[src/rtl/divrem_arb_pkg.sv]
// Shared definitions for the divrem arbiter.
//  - arb_state_e : arbiter FSM encoding
//  - DefaultWidth: default operand/result width (matches divrem)
//  - rr_next()   : next round-robin pointer after a given owner
package divrem_arb_pkg;

  typedef enum logic [2:0] {
    StIdle,
    StGrant,
    StArm,
    StWait,
    StDone
  } arb_state_e;

  localparam int unsigned DefaultWidth = 16;

  // Owner moves to lowest priority: search restarts just after it.
  function automatic int unsigned rr_next(input int unsigned idx, input int unsigned nreq);
    return (idx + 1 >= nreq) ? 0 : idx + 1;
  endfunction

endpackage

[src/rtl/rr_arbiter.sv]
// Combinational round-robin arbiter, reusable by any shared unit.
// Ports:
//  req_i   : request vector
//  ptr_i   : index of the highest-priority requester
//  gnt_o   : one-hot grant (all zero when no request)
//  idx_o   : index of the granted requester
//  valid_o : at least one request present
module rr_arbiter #(
  parameter int unsigned NREQ = 2,
  parameter int unsigned PtrW = (NREQ > 1) ? $clog2(NREQ) : 1
) (
  input  logic [NREQ-1:0] req_i,
  input  logic [PtrW-1:0] ptr_i,
  output logic [NREQ-1:0] gnt_o,
  output logic [PtrW-1:0] idx_o,
  output logic            valid_o
);

  always_comb begin
    logic [PtrW:0] cand;
    logic          found;
    gnt_o = '0;
    idx_o = '0;
    found = 1'b0;
    cand  = '0;
    // Lowest index at or after ptr_i wins, wrapping modulo NREQ.
    for (int unsigned off = 0; off < NREQ; off++) begin
      cand = {1'b0, ptr_i} + (PtrW + 1)'(off);
      if (cand >= (PtrW + 1)'(NREQ)) begin
        cand = cand - (PtrW + 1)'(NREQ);
      end
      if (!found && req_i[cand[PtrW-1:0]]) begin
        found                  = 1'b1;
        gnt_o[cand[PtrW-1:0]] = 1'b1;
        idx_o                  = cand[PtrW-1:0];
      end
    end
    valid_o = found;
  end

endmodule

[src/rtl/divrem_arbiter.sv]
// Shares one divrem unit among NREQ requesters with round-robin grant.
// Operands are latched at grant; the result is registered and returned with a
// one-cycle done pulse to the owner.
// Optional feature: define DIVREM_ARB_TIMEOUT_EN to add a watchdog that ends a
// stuck operation after TIMEOUT cycles (counted from ARM) with error=1.
// Ports:
//  clk_i, rst_ni            : clock, async active-low reset
//  req_i/req_num_i/req_den_i: level requests and packed operands
//  done_o                   : one-hot completion pulse
//  quot_o/rem_o/error_o     : registered result, held until the next done
//  busy_o                   : grant through done cycle inclusive
//  dr_*                     : handshake and data to/from the divrem unit
module divrem_arbiter
  import divrem_arb_pkg::*;
#(
  parameter int unsigned NREQ    = 2,
  parameter int unsigned WIDTH   = DefaultWidth,
  parameter int unsigned TIMEOUT = 64
) (
  input  logic                  clk_i,
  input  logic                  rst_ni,
  input  logic [NREQ-1:0]       req_i,
  input  logic [NREQ*WIDTH-1:0] req_num_i,
  input  logic [NREQ*WIDTH-1:0] req_den_i,
  output logic [NREQ-1:0]       done_o,
  output logic [WIDTH-1:0]      quot_o,
  output logic [WIDTH-1:0]      rem_o,
  output logic                  error_o,
  output logic                  busy_o,
  output logic                  dr_go_o,
  output logic [WIDTH-1:0]      dr_num_o,
  output logic [WIDTH-1:0]      dr_den_o,
  input  logic                  dr_ready_i,
  input  logic                  dr_error_i,
  input  logic [WIDTH-1:0]      dr_quot_i,
  input  logic [WIDTH-1:0]      dr_rem_i
);

  localparam int unsigned PtrW = (NREQ > 1) ? $clog2(NREQ) : 1;

  arb_state_e        state_q, state_d;
  logic [PtrW-1:0]   ptr_q, ptr_d;
  logic [PtrW-1:0]   owner_q, owner_d;
  logic [NREQ-1:0]   owner_oh_q, owner_oh_d;
  logic [WIDTH-1:0]  num_q, num_d, den_q, den_d;
  logic [WIDTH-1:0]  quot_q, quot_d, rem_q, rem_d;
  logic              err_q, err_d;

  logic [NREQ-1:0]   gnt;
  logic [PtrW-1:0]   gnt_idx;
  logic              gnt_valid;

`ifdef DIVREM_ARB_TIMEOUT_EN
  localparam int unsigned WdW = $clog2(TIMEOUT + 1);
  logic [WdW-1:0] wd_q, wd_d;
`endif

  rr_arbiter #(
    .NREQ (NREQ),
    .PtrW (PtrW)
  ) u_rr (
    .req_i   (req_i),
    .ptr_i   (ptr_q),
    .gnt_o   (gnt),
    .idx_o   (gnt_idx),
    .valid_o (gnt_valid)
  );

  always_comb begin
    state_d    = state_q;
    ptr_d      = ptr_q;
    owner_d    = owner_q;
    owner_oh_d = owner_oh_q;
    num_d      = num_q;
    den_d      = den_q;
    quot_d     = quot_q;
    rem_d      = rem_q;
    err_d      = err_q;
`ifdef DIVREM_ARB_TIMEOUT_EN
    wd_d       = wd_q;
`endif
    unique case (state_q)
      StIdle: begin
        if (gnt_valid && dr_ready_i) begin
          owner_d    = gnt_idx;
          owner_oh_d = gnt;
          num_d      = req_num_i[gnt_idx*WIDTH +: WIDTH];
          den_d      = req_den_i[gnt_idx*WIDTH +: WIDTH];
          state_d    = StGrant;
`ifdef DIVREM_ARB_TIMEOUT_EN
          wd_d       = '0;
`endif
        end
      end
      StGrant: state_d = StArm;
      // Dead cycle: divrem may not have dropped ready yet.
      StArm: begin
        state_d = StWait;
`ifdef DIVREM_ARB_TIMEOUT_EN
        wd_d    = wd_q + 1'b1;
`endif
      end
      StWait: begin
`ifdef DIVREM_ARB_TIMEOUT_EN
        wd_d = wd_q + 1'b1;
`endif
        if (dr_ready_i) begin
          quot_d  = dr_quot_i;
          rem_d   = dr_rem_i;
          err_d   = dr_error_i;
          state_d = StDone;
`ifdef DIVREM_ARB_TIMEOUT_EN
        end else if (wd_q == WdW'(TIMEOUT - 1)) begin
          quot_d  = '0;
          rem_d   = '0;
          err_d   = 1'b1;
          state_d = StDone;
`endif
        end
      end
      StDone: begin
        ptr_d   = PtrW'(rr_next(32'(owner_q), NREQ));
        state_d = StIdle;
      end
      default: state_d = StIdle;
    endcase
  end

  always_ff @(posedge clk_i or negedge rst_ni) begin
    if (!rst_ni) begin
      state_q    <= StIdle;
      ptr_q      <= '0;
      owner_q    <= '0;
      owner_oh_q <= '0;
      num_q      <= '0;
      den_q      <= '0;
      quot_q     <= '0;
      rem_q      <= '0;
      err_q      <= 1'b0;
`ifdef DIVREM_ARB_TIMEOUT_EN
      wd_q       <= '0;
`endif
    end else begin
      state_q    <= state_d;
      ptr_q      <= ptr_d;
      owner_q    <= owner_d;
      owner_oh_q <= owner_oh_d;
      num_q      <= num_d;
      den_q      <= den_d;
      quot_q     <= quot_d;
      rem_q      <= rem_d;
      err_q      <= err_d;
`ifdef DIVREM_ARB_TIMEOUT_EN
      wd_q       <= wd_d;
`endif
    end
  end

  assign done_o   = (state_q == StDone) ? owner_oh_q : '0;
  assign busy_o   = (state_q != StIdle);
  assign dr_go_o  = (state_q == StGrant);
  assign dr_num_o = num_q;
  assign dr_den_o = den_q;
  assign quot_o   = quot_q;
  assign rem_o    = rem_q;
  assign error_o  = err_q;

endmodule
[config.mk]
export PLATFORM = sky130hd
export DESIGN_NAME = divrem_arbiter
export DESIGN_NICKNAME = d
export VERILOG_FILES = /design/src/rtl/divrem_arb_pkg.sv /design/src/rtl/rr_arbiter.sv /design/src/rtl/divrem_arbiter.sv
export SDC_FILE = /design/constraint.sdc
export NUM_CORES = 1
export LEC_CHECK = 0
export ABC_AREA = 1
export ABC_CLOCK_PERIOD_IN_PS = 1900
export CAP_MARGIN = 5
export CELL_PAD_IN_SITES_DETAIL_PLACEMENT = 0
export CELL_PAD_IN_SITES_GLOBAL_PLACEMENT = 1
export CORE_ASPECT_RATIO = 1.2
export CORE_MARGIN = 2
export CORE_UTILIZATION = 29
export CTS_CLUSTER_DIAMETER = 30
export CTS_CLUSTER_SIZE = 8
export DETAILED_ROUTE_END_ITERATION = 10
export PLACE_DENSITY_LB_ADDON = 0.1
export SYNTH_ARGS = -nofsm -noshare
export SYNTH_HDL_FRONTEND = slang
export SYNTH_SLANG_ARGS = --single-unit
[constraint.sdc]
create_clock -name clk_i -period 1.9 [get_ports clk_i]
set_input_delay 0.475 -clock clk_i [delete_from_list [all_inputs] [get_ports clk_i]]
set_output_delay 0.475 -clock clk_i [all_outputs]
set_load 0.01 [all_outputs]
==> results of run 1 <==
## worst min-delay path by stage
stage / slack [ps] / endpoint
after global routing: 80 / dr_num_o[0]$_DFFE_PN0P_
final: 70 / dr_num_o[0]$_DFFE_PN0P_
after floorplan: 180 / dr_den_o[0]$_DFFE_PN0P_
after detailed placement: 420 / dr_num_o[0]$_DFFE_PN0P_
after global placement: 420 / dr_num_o[0]$_DFFE_PN0P_
after CTS: 70 / dr_num_o[0]$_DFFE_PN0P_
## placed cells by master (no fill, tap or decap), drive strengths merged
master	count
buf	16
inv	11
bufinv	2
nand3	37
clkbuf	14
clkdlybuf4s50	165
a21boi	1
dlygate4sd2	3
o21ai	4
dfrtp	72
nor2	8
clkinv	1
a21oi	1
nand2	270
## power by group
part	switching [mW]	internal (mW)	total, mW
registers	0.361	2.22	2.58
logic	1.57	1.79	3.36
clock network	0.611	1.19	1.80
## layout make-up
| cell class | instances | share of cell area, % |
|---|---|---|
| Timing Repair Buffer | 185 | 33.6 |
| Sequential cell | 72 | 32.9 |
| Multi-Input combinational cell | 321 | 23.9 |
| Clock buffer | 13 | 4.57 |
| Tap cell | 132 | 3.02 |
| Clock inverter | 3 | 1.19 |
| Inverter | 11 | 0.754 |
## sequential cells by signal, indices dropped and copies added, names as in the netlist
name        cells
dr_den_o       16
dr_num_o       16
quot_o         16
rem_o          16
state_q         3
owner_oh_q      2
error_o         1
owner_q         1
ptr_q           1
## critical path, cell delays in order (launching register included)
cell	delay (ps)
sky130_fd_sc_hd__dfrtp_1	370
sky130_fd_sc_hd__buf_4	150
sky130_fd_sc_hd__nor2_4	130
sky130_fd_sc_hd__nand2_2	60
sky130_fd_sc_hd__dlygate4sd2_1	300
## metal layers
| layer | routed length [µm] | GRT usage (%) | vias up |
|---|---|---|---|
| met5 | 0 | 0 | - |
| met4 | 89 | 5.66 | 0 |
| met3 | 663 | 3.70 | 8 |
| met2 | 4520 | 25.3 | 103 |
| met1 | 4400 | 21.6 | 1476 |
| li1 | - | - | 1647 |
## logic make-up after synthesis
kind of cell	after synthesis	share of synthesized area, %
AOI/OAI and AO/OA	6	1.10
buffers and inverters	33	5.64
and+or+nand+nor	315	38.4
DFF	72	54.8
## stage by stage
step           TNS (ps)  utilization (%)  instance area [µm²]  hold WS [ps]  std cells
3_3_place_gp      -18.8             46.7                 5160           420        721
4_1_cts               0             49.5                 5470          71.8        737
6_report              0             49.6                 5470          67.0        737
2_1_floorplan         0                -                 3290           179        426
3_5_place_dp       -122             46.7                 5160           423        721
5_1_grt         -0.0696             49.6                 5470          84.6        737
## timing repair
action | in CTS | in global routing
endpoints found under the setup margin | 4 | 4
hold buffers | 0 | 0
resized for setup | 4 | 4
==> run metrics, run 1 <==
wire length of the first global-routing pass=15800 µm; post-route antenna net violation count=0; fraction of the yosys area taken by sequential cells=54.8%; Clk Latency, worst-skew pair=320 ps; WL per Instance=13.1 µm; Commonest cells post-synth=268 x sky130_fd_sc_hd__nand2_1, 72 x sky130_fd_sc_hd__dfrtp_1, 36 x sky130_fd_sc_hd__nand3_1; unrepaired setup endpoints after global routing=true; Area growth, synth to finish=66.6%; clock tree buffer depth=2; largest net degree at the start of global routing=46; number of nets in the synthesized netlist=528; input/output buffers=170; area of the multi-input gates=1310 µm²; setup violators final=0; initial cell density of the core=29.8%; setup clock skew after layout=8.15 ps; net total in the final layout=702; number of global-route vias before repair=3216; Root Buffer=sky130_fd_sc_hd__clkbuf_16; biggest area contributors in the synthesized netlist=sky130_fd_sc_hd__dfrtp_1 55%, sky130_fd_sc_hd__nand2_1 31%, sky130_fd_sc_hd__nand3_1 5.5%; arrival time worst endpoint=1340 ps; maximum vdd drop=0.000625 V; Yosys reg bits=72; count of distinct cell types in the synthesized netlist=18; Post-Route WL=9680 µm; number of cells on the worst reg-to-reg path=7; number of DRC markers in iteration 0=110; number of fillers in the final layout=1102; class of the most critical setup path=flip-flop to output port; antenna violations before repair=0; layout cell share with drive strength beyond 1=6.61%; Pleak=2.76 nW; core region area=11000 µm²; Post-CTS Setup Repair Bufs=0; top-area cell type share of the netlist area=54.8%; type of element launching the critical path=flip-flop; data required time of the critical path=1420 ps; clock buffer count from CTS=9; row count=42; maximum frequency from static timing analysis=0.552 GHz; chip width=101 µm; number of primary I/O pins=171; slew at the pin with the worst max-slew slack=480 ps; drt via density=4.39; minimum period implied by the final worst setup slack=1810 ps; max-slew violations=0; Cell Pwr Density=1410 nW/µm²; Die Area=12200 µm²; run status=completed; Detailed Place HPWL=7070 µm; termination of the worst setup path=busy_o; path type of the worst min-delay path=input port to asynchronous set/reset pin; Remaining DRCs=0; TritonCTS clock tree=yes; number of synthesized flops with an enable pin=0; most common cell in the netlist=sky130_fd_sc_hd__nand2_1; clock transition at the registers of the reported paths=60 ps; sequential cell area=1800 µm²; mean area per synthesized cell=7.71 µm²; max cap viols=0; share of the cycle needed by the critical path after routing=95.4%; headroom to the max-slew limit=68.0%; leading area contributor after synthesis=sky130_fd_sc_hd__dfrtp_1; register-to-register setup slack=300 ps; highest net fanout along the worst path=3; start of the worst register-to-register path=state_q[0]$_DFFE_PN0P_; Place WS=-60.2 ps; Placer Congestion=0.729; final critical-path setup slack=87.1 ps; Ant. Diodes=0; leading register cell type out of synthesis=sky130_fd_sc_hd__dfrtp_1; Syn Inst Count=426; asr flop ratio synth=100%; H-tree level count=3; GRT overflow=0; Final Hold Fails=0; chip height=121 µm; worst flop-to-flop path endpoint=owner_oh_q[1]$_DFFE_PN0P_; Power Total=7.74 mW; yosys warns=0; via total after detailed routing=3234; worst setup path startpoint=state_q[0]$_DFFE_PN0P_; Netlist Area Pre-Place=3290 µm²; overall routing resource usage=16.1%; sink count of the clock tree=72; 1st-pass router iterations=6; kind of end point of the critical path=output port
No activity file was read; power rests on OpenSTA's default activity.
==> run 2, diff against run 1 <==
--- a/config.mk
+++ b/config.mk
@@ -6,7 +6,7 @@
 export NUM_CORES = 1
 export LEC_CHECK = 0
 export ABC_AREA = 1
-export ABC_CLOCK_PERIOD_IN_PS = 1900
+export ABC_CLOCK_PERIOD_IN_PS = 2100
 export CAP_MARGIN = 5
 export CELL_PAD_IN_SITES_DETAIL_PLACEMENT = 0
 export CELL_PAD_IN_SITES_GLOBAL_PLACEMENT = 1
==> constraint.sdc (replaced) <==
create_clock -name clk_i -period 2.1 [get_ports clk_i]
set_input_delay 0.525 -clock clk_i [delete_from_list [all_inputs] [get_ports clk_i]]
set_output_delay 0.525 -clock clk_i [all_outputs]
set_load 0.01 [all_outputs]
==> run metrics, run 2 (synthesis results as in run 1) <==
chip width=101 µm (unchanged); Root Buffer=sky130_fd_sc_hd__clkbuf_16 (unchanged); cell family contributing the most delay on the critical path=flip-flops (was buffers and inverters); 1st-pass router iterations=4 (was 6); largest net degree at the start of global routing=45 (was 46); clock tree buffer depth=2 (unchanged); class of the most critical setup path=flip-flop to output port (unchanged); accumulated negative setup slack=0 ps (unchanged); share of the cycle needed by the critical path after routing=91.6%; number of buffers and inverters on the critical path=1 (was 2); arrival time worst endpoint=1400 ps (was 1340 ps); final critical-path setup slack=177 ps (was 87.1 ps); Ant. Diodes=0 (unchanged); antenna violations before repair=0 (unchanged); final std cells w/o fill=733 (was 737); utilization after layout=48.9% (was 49.6%); unrepaired setup endpoints after global routing=false (was true); setup violators final=0 (unchanged); drt via density=4.43 (was 4.39); number of global-route vias before repair=3261 (was 3216); fin area=5400 µm² (was 5470 µm²); Die Area=12200 µm² (unchanged); highest net fanout along the worst path=4 (was 3); number of DRC markers in iteration 0=140 (was 110); maximum vdd drop=0.000567 V (was 0.000625 V); kind of end point of the critical path=output port (unchanged); Cell Pwr Density=1260 nW/µm² (was 1410 nW/µm²); wire length of the first global-routing pass=15600 µm (was 15800 µm); Post-Route WL=9510 µm (was 9680 µm); Detailed Place HPWL=6950 µm (was 7070 µm); GRT overflow=0 (unchanged); clock transition at the registers of the reported paths=60 ps (about the same); data required time of the critical path=1570 ps (was 1420 ps); Final Hold Fails=0 (unchanged); series of cell instances along the critical path=nor2_2 -> nand2_2 -> dlygate4sd2_1 (was buf_4 -> nor2_4 -> nand2_2 -> dlygate4sd2_1); row count=42 (unchanged); dpl cells=717 (was 721); Remaining DRCs=0 (unchanged); minimum period implied by the final worst setup slack=1920 ps; Placer Congestion=0.743 (was 0.729); max-slew violations=0 (unchanged); TritonCTS clock tree=yes (unchanged); initial cell density of the core=29.8% (unchanged); sink count of the clock tree=72 (unchanged); Place WS=99.4 ps (was -60.2 ps); layout cell share with drive strength beyond 1=6.32% (was 6.61%); Area growth, synth to finish=64.3% (was 66.6%); input/output buffers=170 (unchanged); Clk Latency, worst-skew pair=330 ps (was 320 ps); overall routing resource usage=16.1% (about the same); slew at the pin with the worst max-slew slack=475 ps (was 480 ps); peak per-stage delay on the critical path=430 ps (was 370 ps); number of primary I/O pins=171 (unchanged); chip height=121 µm (unchanged); H-tree level count=3 (unchanged); CP max stage cell=sky130_fd_sc_hd__dfrtp_1 (unchanged); run status=completed (unchanged); most common library cell in the layout ignoring fill and taps=sky130_fd_sc_hd__nand2_1 (unchanged); area after detailed placement=5100 µm² (was 5160 µm²); Pleak=2.72 nW (was 2.76 nW); path type of the worst min-delay path=input port to asynchronous set/reset pin (unchanged); type of element launching the critical path=flip-flop (unchanged); max cap viols=0 (unchanged); headroom to the max-slew limit=68.3% (was 68.0%); WL per Instance=13.0 µm (was 13.1 µm); clock buffer count from CTS=9 (unchanged); net total in the final layout=698 (was 702); post-route antenna net violation count=0 (unchanged); setup clock skew after layout=5.79 ps (was 8.15 ps); maximum frequency from static timing analysis=0.520 GHz; via total after detailed routing=3246 (was 3234); core region area=11000 µm² (unchanged); leading cell types in the layout, fill and taps excluded=268 x sky130_fd_sc_hd__nand2_1, 165 x sky130_fd_sc_hd__clkdlybuf4s50_1, 72 x sky130_fd_sc_hd__dfrtp_1 (unchanged); hold-fix buffer count after cts=0 (unchanged)
[run 2: where the power goes]
| part | total [mW] | leakage [nW] | switching (mW) | internal, mW |
|---|---|---|---|---|
| sequential | 2.35 | 0.907 | 0.336 | 2.01 |
| clock | 1.51 | 0.141 | 0.589 | 0.918 |
| combinational | 2.93 | 1.67 | 1.38 | 1.55 |
| total | 6.78 | 2.72 | 2.30 | 4.48 |
[run 2: area by class of cell]
cell class | count | area (µm²)
fill | 1097 | 5640
sequential | 72 | 1800
timing repair buffer | 181 | 1790
multi-input combinational | 321 | 1300
clock buffer | 9 | 225
tap | 132 | 165
clock inverter | 7 | 72.6
inverter | 11 | 41.3
[run 2: layer usage]
layer / up-vias / GRT usage [%] / share of wire (%) / wire length (µm)
met5: - / 0 / 0 / 0
li1: 1638 / - / - / -
met4: 0 / 5.15 / 1.3 / 121
met2: 104 / 26.7 / 48 / 4530
met1: 1493 / 19.5 / 44 / 4140
met3: 11 / 5.61 / 7.6 / 722
[run 2: through the flow]
stage	total power [mW]	hold WS (ps)
5_1_grt	7.33	120
4_1_cts	6.90	119
3_3_place_gp	5.32	457
3_5_place_dp	5.36	464
2_1_floorplan	3.69	229
6_report	6.78	108
[run 2: what timing repair did]
| action | 4_1_cts | 5_1_grt |
|---|---|---|
| gates resized for setup | 4 | 1 |
| endpoints found under the hold margin | 0 | 0 |
| buffers inserted | 0 | 0 |
| gates cloned | 0 | 0 |
| setup endpoints to repair | 4 | 1 |
[run 2: worst register-to-register path: cells and delay by family, from the launching register on]
family / cells / cell delay [ps]
flip-flops: 1 / 430
AO/OA/AOI/OAI: 1 / 100
AND/OR/NAND/NOR: 4 / 860
[run 2: path summary, 6_finish.rpt]
check                                         from  slack [ps]                   endpoint  cells past startpoint
max                         state_q[2]$_DFFE_PN0P_         180                     busy_o                      3
min                                         rst_ni         110    dr_num_o[3]$_DFFE_PN0P_                      1
max reg2reg                 state_q[2]$_DFFE_PN0P_         630  owner_oh_q[1]$_DFFE_PN0P_                      5
min reg2reg                dr_num_o[7]$_DFFE_PN0P_         480    dr_num_o[7]$_DFFE_PN0P_                      2
max in group asynchronous                   rst_ni        1400    dr_den_o[5]$_DFFE_PN0P_                      2
min in group clk_i         dr_num_o[7]$_DFFE_PN0P_         480    dr_num_o[7]$_DFFE_PN0P_                      2
